===== src/rtl/snap_capture_sequencer_if.sv =====
// Snapshot BRAM write port: one registered address/data/enable triple per cycle.
// The sequencer drives it as master; the BRAM side (or a bench) listens as slave.
interface snap_capture_sequencer_if #(
    parameter int ADDR_W = 10,
    parameter int DATA_W = 32
);
    logic [ADDR_W-1:0] bram_addr;
    logic [DATA_W-1:0] bram_data;
    logic              bram_we;

    modport master (output bram_addr, output bram_data, output bram_we);
    modport slave  (input  bram_addr, input  bram_data, input  bram_we);
endinterface


===== src/rtl/snap_capture_sequencer.sv =====
// Arms from the software control word, optionally waits for an external trigger, then
// writes a fixed-length burst of ADC samples into the snapshot BRAM and reports status.
module snap_capture_sequencer #(
    parameter int ADDR_W = 10,
    parameter int DATA_W = 32,
    parameter int NSAMP  = 1024
) (
    input  logic                    user_clk,
    input  logic                    user_rst_n,
    input  logic [31:0]             ctrl_in,
    input  logic [DATA_W-1:0]       din,
    input  logic                    we_in,
    input  logic                    trig_in,
    snap_capture_sequencer_if.master bram,
    output logic [31:0]             status_out,
    output logic                    busy
);
    localparam int CNT_W = ADDR_W + 1;
    localparam logic [CNT_W-1:0] LAST = CNT_W'(NSAMP - 1);

    typedef enum logic [1:0] {S_IDLE, S_WAIT_TRIG, S_CAPTURE, S_DONE} state_t;

    state_t            state, state_nxt;
    logic              arm_q;
    logic              arm_ok;
    logic [CNT_W-1:0]  count, count_nxt;
    logic [ADDR_W-1:0] addr_nxt;
    logic [DATA_W-1:0] data_nxt;
    logic              we_nxt;
    logic [31:0]       status_nxt;

    logic arm_edge, trig_sel, abort, wq, last_write, unused_ctrl;

    assign trig_sel    = ctrl_in[1];
    assign abort       = ctrl_in[3];
    assign wq          = ~ctrl_in[2] | we_in;
    assign unused_ctrl = ^ctrl_in[31:4];

    // arm_ok keeps an arm bit that was already high across reset from looking like a new edge.
    assign arm_edge   = ctrl_in[0] & ~arm_q & arm_ok;
    assign last_write = wq && (count == LAST);

    assign busy = (state == S_WAIT_TRIG) || (state == S_CAPTURE);

    always_ff @(posedge user_clk or negedge user_rst_n) begin
        if (!user_rst_n) state <= S_IDLE;
        else             state <= state_nxt;
    end

    always_comb begin
        state_nxt = state;
        case (state)
            S_IDLE, S_DONE: begin
                if (!abort && arm_edge) state_nxt = trig_sel ? S_WAIT_TRIG : S_CAPTURE;
            end
            S_WAIT_TRIG: begin
                if (abort)        state_nxt = S_IDLE;
                else if (trig_in) state_nxt = S_CAPTURE;
            end
            S_CAPTURE: begin
                if (abort)           state_nxt = S_IDLE;
                else if (last_write) state_nxt = S_DONE;
            end
            default: state_nxt = S_IDLE;
        endcase
    end

    always_comb begin
        we_nxt    = 1'b0;
        addr_nxt  = bram.bram_addr;
        data_nxt  = bram.bram_data;
        count_nxt = count;
        case (state)
            S_IDLE, S_DONE: begin
                if (!abort && arm_edge) count_nxt = '0;
            end
            S_CAPTURE: begin
                // Abort wins over the write, including the final one.
                if (!abort && wq) begin
                    we_nxt    = 1'b1;
                    addr_nxt  = count[ADDR_W-1:0];
                    data_nxt  = din;
                    count_nxt = count + CNT_W'(1);
                end
            end
            default: ;
        endcase

        status_nxt            = '0;
        status_nxt[31]        = (state == S_DONE);
        status_nxt[30]        = busy;
        status_nxt[29]        = (state == S_WAIT_TRIG);
        status_nxt[ADDR_W:0]  = count;
    end

    always_ff @(posedge user_clk or negedge user_rst_n) begin
        if (!user_rst_n) begin
            arm_q          <= 1'b0;
            arm_ok         <= 1'b0;
            count          <= '0;
            bram.bram_we   <= 1'b0;
            bram.bram_addr <= '0;
            bram.bram_data <= '0;
            status_out     <= '0;
        end else begin
            arm_q          <= ctrl_in[0];
            if (!ctrl_in[0]) arm_ok <= 1'b1;
            count          <= count_nxt;
            bram.bram_we   <= we_nxt;
            bram.bram_addr <= addr_nxt;
            bram.bram_data <= data_nxt;
            status_out     <= status_nxt;
        end
    end
endmodule


===== src/flat_wrapper.sv =====
// flat-port wrapper written by rule: the top's interface ports become plain ports
module snap_capture_sequencer_flat 
#(
    parameter int ADDR_W = 10,
    parameter int DATA_W = 32,
    parameter int NSAMP  = 1024
)
  (user_clk, user_rst_n, ctrl_in, din, we_in, trig_in, status_out, busy, bram_bram_addr, bram_bram_data, bram_bram_we);
  snap_capture_sequencer_if #(.ADDR_W(ADDR_W), .DATA_W(DATA_W)) bram_i ();
  input  logic user_clk;
  input  logic user_rst_n;
  input  logic [31:0] ctrl_in;
  input  logic [DATA_W-1:0] din;
  input  logic we_in;
  input  logic trig_in;
  output logic [31:0] status_out;
  output logic busy;
  output wire logic [$bits(bram_i.bram_addr)-1:0] bram_bram_addr;
  output wire logic [$bits(bram_i.bram_data)-1:0] bram_bram_data;
  output wire logic [$bits(bram_i.bram_we)-1:0] bram_bram_we;
  assign bram_bram_addr = bram_i.bram_addr;
  assign bram_bram_data = bram_i.bram_data;
  assign bram_bram_we = bram_i.bram_we;
  snap_capture_sequencer #(.ADDR_W(ADDR_W), .DATA_W(DATA_W), .NSAMP(NSAMP)) u_core (.user_clk(user_clk), .user_rst_n(user_rst_n), .ctrl_in(ctrl_in), .din(din), .we_in(we_in), .trig_in(trig_in), .bram(bram_i), .status_out(status_out), .busy(busy));
endmodule

===== config.mk =====
export PLATFORM = sky130hd
export DESIGN_NAME = snap_capture_sequencer_flat
export DESIGN_NICKNAME = d
export VERILOG_FILES = /design/src/rtl/snap_capture_sequencer_if.sv /design/src/rtl/snap_capture_sequencer.sv /design/src/flat_wrapper.sv
export SDC_FILE = /design/constraint.sdc
export NUM_CORES = 1
export LEC_CHECK = 0
export CAP_MARGIN = 25
export CORE_AREA = 2 2 85 87
export CTS_BUF_LIST = sky130_fd_sc_hd__clkbuf_16
export DETAILED_ROUTE_END_ITERATION = 16
export DIE_AREA = 0 0 87 89
export DONT_BUFFER_PORTS = 1
export PLACE_DENSITY = 0.65
export SLEW_MARGIN = 10
export SYNTH_ARGS = -nofsm -noshare
export SYNTH_HDL_FRONTEND = slang
export SYNTH_SLANG_ARGS = --single-unit

===== constraint.sdc =====
create_clock -name user_clk -period 2.3 [get_ports user_clk]
set_clock_uncertainty 0.2 [all_clocks]
set_input_delay 0.575 -clock user_clk [delete_from_list [all_inputs] [get_ports user_clk]]
set_output_delay 0.575 -clock user_clk [all_outputs]
set_load 0.005 [all_outputs]

==> results of run 1 <==
## flip-flops by register name (all words and copies together) (netlist names)
register	flops
u_core.bram.bram_data	32
u_core.status_out	14
u_core.count	11
u_core.bram.bram_addr	10
u_core.state	2
u_core.arm_ok	1
u_core.arm_q	1
u_core.bram.bram_we	1
## critical path, stage by stage, from the launching register on
cell     delay (ps)
dfrtp_1         370
inv_1            70
ha_1            370
inv_1           140
## power by group
group,total (uW),switching [uW],internal (uW)
Sequential,1950,290,1660
Clock,1410,482,931
Combinational,891,429,462
Total,4260,1200,3060
## layer usage
metal | vias up | share of wire [%] | global-route usage [%]
met5 | - | 0 | 0
met2 | 87 | 49 | 21.24
met1 | 797 | 40 | 16.03
met4 | 0 | 1.7 | 6.818
li1 | 736 | - | -
met3 | 6 | 9.8 | 4.432
## worst min-delay path by stage
stage | endpoint | start | cells after the start | slack, ps
3_5_place_dp | u_core.bram.bram_data[16]$_DFFE_PN0P_ | user_rst_n | 0 | 80
6_report | u_core.bram.bram_data[16]$_DFFE_PN0P_ | user_rst_n | 0 | -260
2_1_floorplan | u_core.arm_ok$_DFFE_PN0N_ | user_rst_n | 0 | 80
4_1_cts | u_core.bram.bram_data[9]$_DFFE_PN0P_ | user_rst_n | 0 | -270
3_3_place_gp | u_core.bram.bram_data[16]$_DFFE_PN0P_ | user_rst_n | 0 | 80
5_1_grt | u_core.bram.bram_data[9]$_DFFE_PN0P_ | user_rst_n | 0 | -270
## cell families (layout without fill, tap and decap cells)
group | Yosys count | in the layout
flops | 72 | 72
simple gates | 45 | 45
mux | 44 | 44
buf+inv | 28 | 23
compound gates | 23 | 23
fa+ha+maj | 4 | 4
other cells | 1 | 18
## cell usage in the layout (no fill, tap or decap), types with 2 or more instances in the layout
cell type,netlist,final
o21ai_0,10,10
bufinv_16,0,2
clkbuf_16,0,9
nand3_1,4,4
nand2b_1,3,3
inv_1,5,8
a21oi_1,4,4
o31ai_1,2,2
dfrtp_1,72,72
nor2_1,10,10
nand2_1,9,9
mux2_2,42,42
o41ai_1,3,3
conb_1,1,18
mux2i_1,2,2
ha_1,4,4
## stage by stage
stage | hold slack, ps | cell area, sq um | setup slack, ps | util (%)
final | -257.9 | 3321 | 260.2 | 49.42
after floorplan | 79.41 | 3058 | 565.3 | -
after CTS | -272.5 | 3321 | 242.6 | 49.42
after global routing | -272.3 | 3321 | 164.7 | 49.42
after global placement | 80.84 | 3015 | 329.8 | 44.88
after detailed placement | 80.83 | 3015 | 322.0 | 44.88
## cell type report
cell class                      instances  area (sq um)
Clock buffer                            9         225.2
Clock inverter                          7         80.08
Fill cell                             584          3398
Inverter                                5         18.77
Multi-Input combinational cell        134          1067
Sequential cell                        72          1802
Tap cell                               80         100.1
Timing Repair Buffer                    2         27.53
==> results.json, run 1 <==
{
  "p_total_uw": 4258,
  "synth_edf_count": 0,
  "synthCells": 217,
  "timing.fmax_mhz": 490.2,
  "hold_slack_ps": -257.9,
  "routed_wl_mm": 5.119,
  "drive_above_1_share_pct": 29.26,
  "crit_fanout": 6,
  "worstPathRequired_ps": 1520,
  "worstRegToRegCells": 7,
  "postCtsSetupBuffers": 0,
  "avgSynthCellArea_sq_um": 13.80,
  "synthXorXnorAreaFrac_pct": 0,
  "start_util_pct": 44.56,
  "syn_area_sq_um": 2994,
  "wl_per_cell_microns": 16.57,
  "final.min_clock_period_ps": 2040,
  "synth_ff_type": "dfrtp_1",
  "tns_ps": 0,
  "cts_resized": 0,
  "drc_errors": 0,
  "endpoint_kind": "output port",
  "max_cap_viol_count": 0,
  "cts_root_buf": "clkbuf_16",
  "ir_worst_vdd_mv": 0.7140,
  "io_buffers": 0,
  "place_congestion": 0.7338,
  "synthMostInstantiatedCell": "dfrtp_1",
  "path_clk_slew_ps": 50,
  "drt_iter0_drc": 58,
  "drtPass1Iterations": 4,
  "ios": 144,
  "setup_viol": 0,
  "grt_usage_pct": 13.27,
  "final_max_slew_viol_count": 0,
  "die-width_microns": 87,
  "grt_setup_unrepaired": "false",
  "rr_endpoint": "u_core.count[6]$_DFFE_PN0P_",
  "grt-ovfl-total": 0,
  "cts_buffer_depth": 2,
  "final_cells": 309,
  "synth_top_area_share_pct": 60.18,
  "finalHoldViolations": 72,
  "hold_class": "primary input to async pin",
  "violations": "hold timing",
  "fin_nets": 296,
  "synthArstFlopShare_pct": 100.0,
  "grt_pass1_wl_mm": 7.810,
  "leakage_uw": 0.001580,
  "synth_area_leaders": "dfrtp_1 (60%), mux2_2 (16%), buf_4 (5.5%)",
  "cts_tree": "built",
  "placedCellCount": 293,
  "cp-startpoint": "u_core.state[0]$_DFFE_PN0P_",
  "synth_simple_gate_area_share_pct": 10.53,
  "die_h_microns": 89,
  "muxShareOfSynthArea_pct": 16.46,
  "clock-sinks": 72,
  "endpoint": "busy",
  "power_density_nw_per_um2": 1282,
  "die_area_sq_um": 7743,
  "ctsHtreeMaxLevel": 3,
  "n_antenna_cell": 0,
  "ant_nets": 0,
  "ys_warn_count": 0,
  "synthTopCellsByCount": "dfrtp_1 (72), mux2_2 (42), buf_4 (22)",
  "timing.reg2reg.setup_slack_ps": 320,
  "status": "complete, but fails checks",
  "setup.worst_path.class": "register to output port",
  "synth_compound_area_share_pct": 4.722,
  "clock_latency_ps": 330,
  "vias": 1626,
  "yosysTopAreaCell": "dfrtp_1",
  "r2r_start": "u_core.state[0]$_DFFE_PN0P_",
  "grt_max_degree": 73,
  "synth_seq_cells": 72,
  "num_rows": 30,
  "numCtsBuffers": 9,
  "hpwl_mm": 3.448,
  "vias_per_cell": 5.262,
  "grt_pass1_vias": 1599,
  "synth_top_family_by_area": "multiplexers",
  "setup.worst_path.start_class": "register",
  "synthAdderAreaFrac_pct": 1.672,
  "syn2layout_area_growth_pct": 10.91,
  "antenna_found_initial": 0,
  "netlist-cell-type-count": 39,
  "core_area_sq_um": 6719,
  "fin_crit_sh_pct": 88.69,
  "cp.arrival_ps": 1260,
  "ys_seq_area_share_pct": 60.18
}
No activity file was read; power rests on OpenSTA's default activity.
==> run 2, diff against run 1 <==
Settings changed: CAP_MARGIN 25 to not set, CORE_AREA 2 2 85 87 to 4 4 87 89, DIE_AREA 0 0 87 89 to 0 0 91 93.
==> run 2 against run 1 <==
The flow still finishes with violations (hold timing). Wire length rose by 1.2%. Clock power is 9% lower. Worst hold slack improved by 6.2 ps. Design area down 0.45%. Global-route usage decreased by 1.1 points. Combinational power rose by 0.4%. Sequential power about the same. Critical endpoint unchanged.
==> results.json, run 2 (synthesized netlist as in run 1, its figures left out) <==
{
  "final_common_cell": "dfrtp_1",
  "core_area_sq_um": 6756,
  "slowest_stage": "dfrtp_1",
  "n_antenna_cell": 0,
  "num_rows": 30,
  "worstPathRequired_ps": 1520,
  "p_sw_uw": 1191,
  "hold_slack_ps": -251.6,
  "numCtsBuffers": 9,
  "ios": 144,
  "drive_above_1_share_pct": 29.13,
  "p_total_uw": 4140,
  "drt_iter0_drc": 62,
  "power_density_nw_per_um2": 1252,
  "reg_top3": "u_core.bram.bram_data (32), u_core.status_out (14), u_core.count (11)",
  "final.min_clock_period_ps": 2016,
  "fin_area_sq_um": 3306,
  "combPwrFrac_pct": 21.6,
  "hpwl_mm": 3.587,
  "io_buffers": 0,
  "crit_fanout": 6,
  "cts_buffer_depth": 2,
  "ant_nets": 0,
  "ir_worst_vdd_mv": 0.6719,
  "timing.fmax_mhz": 496.1,
  "placedCellCount": 294,
  "swShare_pct": 28.76,
  "clkPwrFrac_pct": 31.2,
  "die_h_microns": 93,
  "r2r_start": "u_core.state[0]$_DFFE_PN0P_",
  "die-width_microns": 91,
  "cp-startpoint": "u_core.state[0]$_DFFE_PN0P_",
  "fin_nets": 297,
  "final_cells": 310,
  "rr_endpoint": "u_core.count[8]$_DFFE_PN0P_",
  "grt_max_degree": 73,
  "slowest_delay_ps": 370,
  "wl_per_cell_microns": 16.71,
  "p_seq_share_pct": 47.2,
  "leakage_uw": 0.001576,
  "path_clk_slew_ps": 50,
  "setup_viol": 0,
  "fin_crit_sh_pct": 87.64,
  "regMostFlops": "u_core.bram.bram_data",
  "status": "complete, but fails checks",
  "grt-ovfl-total": 0,
  "internal_power_uw": 2949,
  "largest_register_ffs": 32,
  "timing.reg2reg.setup_slack_ps": 360,
  "drc_errors": 0,
  "mostFrequentLayoutCells": "dfrtp_1 (72), mux2_2 (42), conb_1 (18)",
  "cts_root_buf": "clkbuf_16",
  "setup.worst_path.class": "register to output port",
  "max_cap_viol_count": 0,
  "tns_ps": 0,
  "hold_class": "primary input to async pin",
  "crit_path_frequent_cell": "inv_1",
  "cts_tree": "built",
  "finalHoldViolations": 72,
  "grt_pass1_vias": 1596,
  "final_max_slew_viol_count": 0,
  "vias": 1639,
  "drtPass1Iterations": 4,
  "violations": "hold timing",
  "clock_latency_ps": 320,
  "routed_wl_mm": 5.179,
  "cp.arrival_ps": 1240,
  "clock-sinks": 72,
  "grt_setup_unrepaired": "false",
  "grt_pass1_wl_mm": 8.142,
  "place_congestion": 0.8335,
  "worstRegToRegCells": 7,
  "endpoint_kind": "output port",
  "die_area_sq_um": 8463,
  "start_util_pct": 44.31,
  "grt_usage_pct": 12.21,
  "syn2layout_area_growth_pct": 10.41,
  "setup.worst_path.start_class": "register",
  "vias_per_cell": 5.287,
  "crit_chain": "inv_1 -> ha_1 -> inv_1",
  "ctsHtreeMaxLevel": 3,
  "place_area_sq_um": 3023,
  "antenna_found_initial": 0
}
## run 2: through the flow
stage	utilization, %	worst slack (ps)
2_1_floorplan	-	565.3
3_3_place_gp	44.74	400.3
3_5_place_dp	44.74	339.4
4_1_cts	48.93	262.2
5_1_grt	48.93	176.9
6_report	48.93	284.2
## run 2: area by class of cell
type | count | area (sq um)
clock buffers | 9 | 225.2
clock inverters | 7 | 57.56
fillers | 587 | 3451
inverters | 5 | 18.77
multi-input cells | 134 | 1067
flip-flops and latches | 72 | 1802
well taps | 80 | 100.1
repair buffers | 3 | 35.03
## run 2: metal layers
metal	wire [microns]	GRT usage [%]	vias up
li1	-	-	738
met2	2432	18.39	85
met4	20	3.769	0
met1	2229	15.73	813
met3	496	5.632	3
met5	0	0	-
## run 2: critical path: cells and delay by family (launching register included)
family	cells	cell delay, ps
fa+ha+maj	1	360
buf+inv	2	190
flops	1	370
## run 2: worst max-delay path by stage
stage                                            end
2_1_floorplan  u_core.bram.bram_data[10]$_DFFE_PN0P_
3_3_place_gp             u_core.count[6]$_DFFE_PN0P_
3_5_place_dp             u_core.count[8]$_DFFE_PN0P_
4_1_cts                                         busy
5_1_grt                                         busy
6_report                                        busy
## run 2: timing repair
action	in CTS	in global routing
setup buffers	0	0
hold endpoints to repair	72	72
resized for setup	0	0
## run 2: power groups by stage
stage,clock [uW],combinational (uW),sequential (uW)
2_1_floorplan,0,785,1900
6_report,1290,895,1960
5_1_grt,1400,1000,2010
4_1_cts,1340,906,1970
3_3_place_gp,0,881,1990
3_5_place_dp,0,906,1990
